[src/rtl/dmx1to4_router.sv]
// Buffered 1-to-4 demultiplexer. A single valid/ready input stream is steered by
// in_sel into one of four independent FIFOs, and each FIFO drains through its own port.
module dmx1to4_router #(
    parameter int WIDTH = 4,
    parameter int DEPTH = 2
) (
    input  logic             clk,
    input  logic             rst_n,
    input  logic             en,
    input  logic             in_valid,
    output logic             in_ready,
    input  logic [WIDTH-1:0] in_data,
    input  logic [1:0]       in_sel,
    output logic [3:0]       out_valid,
    input  logic [3:0]       out_ready,
    output logic [WIDTH-1:0] out_data0,
    output logic [WIDTH-1:0] out_data1,
    output logic [WIDTH-1:0] out_data2,
    output logic [WIDTH-1:0] out_data3,
    output logic             idle
);

    localparam int            PW       = (DEPTH > 1) ? $clog2(DEPTH) : 1;
    localparam int            CW       = PW + 1;
    localparam logic [CW-1:0] FULL_CNT = CW'(DEPTH);

    logic [CW-1:0]    count_q  [4];
    logic [CW-1:0]    count_d  [4];
    logic [PW-1:0]    wr_ptr_q [4];
    logic [PW-1:0]    wr_ptr_d [4];
    logic [PW-1:0]    rd_ptr_q [4];
    logic [PW-1:0]    rd_ptr_d [4];
    logic [WIDTH-1:0] mem_q    [4][DEPTH];
    logic [WIDTH-1:0] head     [4];
    logic [3:0]       full;
    logic [3:0]       push;
    logic [3:0]       pop;

    // NOTE: every variable gets a default at the top so no path can infer a latch.
    always_comb begin
        full      = '0;
        out_valid = '0;
        push      = '0;
        pop       = '0;
        for (int n = 0; n < 4; n++) begin
            full[n]      = (count_q[n] == FULL_CNT);
            out_valid[n] = (count_q[n] != '0);
        end

        // A full channel refuses even when it pops this cycle: no slot pass-through.
        in_ready = en && !full[in_sel];
        idle     = ~|out_valid;

        for (int n = 0; n < 4; n++) begin
            push[n]     = in_valid && in_ready && (in_sel == 2'(n));
            pop[n]      = out_valid[n] && out_ready[n];
            count_d[n]  = count_q[n];
            wr_ptr_d[n] = wr_ptr_q[n];
            rd_ptr_d[n] = rd_ptr_q[n];
            if (push[n] && !pop[n]) begin
                count_d[n] = count_q[n] + CW'(1);
            end else if (pop[n] && !push[n]) begin
                count_d[n] = count_q[n] - CW'(1);
            end
            if (push[n]) wr_ptr_d[n] = wr_ptr_q[n] + PW'(1);
            if (pop[n])  rd_ptr_d[n] = rd_ptr_q[n] + PW'(1);
            head[n] = out_valid[n] ? mem_q[n][rd_ptr_q[n]] : '0;
        end
    end

    // NOTE: sequential state uses non-blocking assignments so all registers update together.
    always_ff @(posedge clk or negedge rst_n) begin
        if (!rst_n) begin
            for (int n = 0; n < 4; n++) begin
                count_q[n]  <= '0;
                wr_ptr_q[n] <= '0;
                rd_ptr_q[n] <= '0;
            end
        end else begin
            for (int n = 0; n < 4; n++) begin
                count_q[n]  <= count_d[n];
                wr_ptr_q[n] <= wr_ptr_d[n];
                rd_ptr_q[n] <= rd_ptr_d[n];
            end
        end
    end

    // NOTE: storage is not reset; out_valid gating keeps stale entries from ever reaching outputs.
    always_ff @(posedge clk) begin
        for (int n = 0; n < 4; n++) begin
            if (push[n]) mem_q[n][wr_ptr_q[n]] <= in_data;
        end
    end

    assign out_data0 = head[0];
    assign out_data1 = head[1];
    assign out_data2 = head[2];
    assign out_data3 = head[3];

endmodule

[config.mk]
export PLATFORM = sky130hd
export DESIGN_NAME = dmx1to4_router
export DESIGN_NICKNAME = d
export VERILOG_FILES = /design/src/rtl/dmx1to4_router.sv
export SDC_FILE = /design/constraint.sdc
export NUM_CORES = 1
export LEC_CHECK = 0
export ABC_CLOCK_PERIOD_IN_PS = 1700
export BUFFER_PORTS_ARGS = -buffer_cell sky130_fd_sc_hd__buf_2
export CAP_MARGIN = 0
export CORE_MARGIN = 10
export CORE_UTILIZATION = 55
export CTS_CLUSTER_SIZE = 24
export DETAILED_ROUTE_END_ITERATION = 8
export PLACE_DENSITY = 0.78
export SYNTH_ARGS = -nofsm -noshare
export SYNTH_HDL_FRONTEND = slang
export SYNTH_SLANG_ARGS = --single-unit
[constraint.sdc]
create_clock -name clk -period 1.7 [get_ports clk]
set_input_delay 0.255 -clock clk [delete_from_list [all_inputs] [get_ports clk]]
set_output_delay 0.255 -clock clk [all_outputs]
set_load 0.02 [all_outputs]
==> results.ini <==
[drt]
drt_wl_total_um = 4177
drt_iter0_markers = 90
ant_nets = 0
via_per_inst = 5.201
wl_per_cell_um = 16.44
dr.pass1.iters = 4
drc = 0
vias = 1321

[floorplanning]
rows = 22
boundaryPins = 36
start_util_pct = 56.97
die_x_um = 81.58
core_sq_mm = 0.003661
die_h_um = 81.58
dieArea_sq_mm = 0.006655

[placement]
dp.cells = 236
post_dp_cell_area_sq_mm = 0.002365
port_buffers = 35
gp_congestion = 0.7343
hpwl_um = 2987

[critical_path]
cp_slowest_cell = dfrtp_2
crit_path_start_kind = flip-flop
crit_family = flip-flops
worst_path_most_repeated_cell = xor2_1
r2r_cells = 6
slowest_delay_ns = 0.45
end_kind = flip-flop
crit_type = flip-flop to flip-flop
cp.depth = 6
required_ns = 1.88
cp_max_fo = 4
crit_buf_inv = 1
path_cells = buf_12 > a2111oi_4 > ha_1 > xor2_1 > nor2_2 > xor2_1
worstPathArrival_ns = 1.94

[hold_path]
hold_depth = 1
hp-class = input port to flip-flop

[final_layout]
nNetsFinal = 223
fin_util_pct = 71.02
diodes = 0
design_area_sq_mm = 0.002600
syn_to_final_growth_pct = 24.65
drive_gt1_share_pct = 35.92
finalNonFillerCells = 254

[synth]
synth_xor_xnor_area_share_pct = 8.398
async_reset_ff_share_pct = 33.33
syn_avg_cell_area_sq_um = 13.91
synth_fp_nets = 168
synth_warnings = 0
synth_compound_area_share_pct = 3.119
yosysUniqueCellTypes = 23
seq_area_frac_synth_pct = 65.27
synth_enable_flop_cells = 32
muxShareOfSynthArea_pct = 7.678
synthAdderAreaFrac_pct = 2.400
synth_area_sq_mm = 0.002086
synth_top_cell_area_share_pct = 46.07
synth-main-ff-cell = edfxtp_1
synth_commonest_cells = 32 x edfxtp_1, 24 x nor2_1, 16 x dfrtp_1, 16 x mux2i_1, 11 x xor2_1
synth_top_family_by_area = simple AND/OR/NAND/NOR gates
synth.largest_area_cell = edfxtp_1
synth_most_common_cell = edfxtp_1
ys_ff_latch = 48
synthSimpleGateAreaFrac_pct = 11.34
netlist_instances = 150
ys_top_cells_by_area = edfxtp_1 46%, dfrtp_1 19%, mux2i_1 7.7%

[cts]
cts_buffer_depth = 2
cts_tree = done
clock_latency_ns = 0.29
cts_inserted_buffers = 5
root_buffer = clkbuf_8
htreeDepth = 2
clkSinkCount = 48
clkTransAtPathRegs_ns = 0.08

[pwr]
p_leak_nw = 1.097
powerDensity_mw_per_mm2 = 1631
ir_drop_mv = 0.8463

[timing]
hold_viol = 0
finalSetupViolations = 2
finClkSkew_ns = 0.005018
rsz0062_at_grt = true
layout_min_cycle_time_ns = 1.763
max_freq_mhz = 567.3
fin_crit_sh_pct = 103.7
tightest_slew_ns = 0.4015
drv_slew = 0
fin_ws_ns = -0.06270
timing.slew.headroom_pct = 73.23

[job]
cap_violations = 0

[global_route]
grt_usage_pct = 13.36
overflow = 0
grt_pass1_wl_um = 6548
grt_pass1_vias = 1378
antenna_found_initial = 0
grt_max_degree = 17

[run_status]
violations = negative setup slack
status = complete, but fails checks

## cell usage in the layout, fill, tap and decap left out, types with 9 or more instances in the layout
cell | Yosys | routed
buf_2 | 0 | 33
buf_4 | 0 | 15
dfrtp_1 | 16 | 13
edfxtp_1 | 32 | 32
mux2i_1 | 16 | 16
nor2_1 | 24 | 19
xnor2_1 | 9 | 9
xor2_1 | 11 | 11
## registers in the layout, summed over array words and instances, names as in the netlist
signal / cells
mem_q: 32
count_q: 8
wr_ptr_q: 4
rd_ptr_q: 4
## timing repair
action / in CTS / in global routing
hold buffers: 1 / 0
pin swaps: 3 / 10
endpoints found under the hold margin: 16 / 0
gates resized for setup: 8 / 12
setup buffers: 5 / 4
endpoints found under the setup margin: 2 / 12
## path summary, 6_finish.rpt
kind	startpoint	to	slack (ns)
setup / recovery	count_q[7]	count_q[7]	-0.06
hold / removal	in_data[1]	mem_q[3][1]	0.28
setup reg to reg	count_q[7]	count_q[7]	-0.06
hold reg to reg	wr_ptr_q[1]	wr_ptr_q[1]	0.49
max in group asynchronous	rst_n	count_q[7]	0.98
min in group asynchronous	rst_n	count_q[1]	0.41
## stage by stage
step | power (mW) | setup TNS (ns) | setup WS [ns] | hold WS (ns)
after detailed placement | 3.368 | 0 | 0.07886 | 0.2084
after CTS | 4.157 | -0.02418 | -0.01254 | 0.2717
after global routing | 4.512 | -0.7681 | -0.1354 | 0.2729
after floorplan | 2.818 | 0 | 0.09440 | -0.04059
final | 4.240 | -0.09392 | -0.06270 | 0.2795
after global placement | 3.299 | 0 | 0.1392 | 0.1928
## cell families (layout without fill, tap and decap cells)
group                    Yosys count  after routing
flip-flops                        48             48
AND/OR/NAND/NOR                   45             45
XOR/XNOR                          20             20
multiplexers                      16             16
buffers and inverters             10             66
AO/OA/AOI/OAI                      7              7
adder cells (fa/ha/maj)            4              4
## routing by layer
layer / GRT usage (%) / vias to the layer above / routed length [um]
li1: - / 632 / -
met1: 13.67 / 642 / 1602
met2: 23.78 / 38 / 2213
met3: 5.349 / 9 / 285
met4: 5.612 / 0 / 75
met5: 0 / - / 0
## worst register-to-register path: stages, from the launching register on
cell and delay (ns):
dfrtp_2 0.45, buf_12 0.14, a2111oi_4 0.40, ha_1 0.22
xor2_1 0.21, nor2_2 0.07, xor2_1 0.17
## power by group
group | internal, mW | switching (mW)
clock | 0.292 | 0.331
combinational | 0.850 | 0.979
sequential | 1.49 | 0.297
total | 2.63 | 1.61
## cell type report
type                            count  area, sq um
Clock buffer                        8        80.08
Sequential cell                    48         1365
Multi-Input combinational cell     92        742.0
Tap cell                           48        60.06
Inverter                            6        22.52
Timing Repair Buffer               52        330.3
Fill cell                         269         1061
Note: power is estimated with default switching activity, not from simulation.
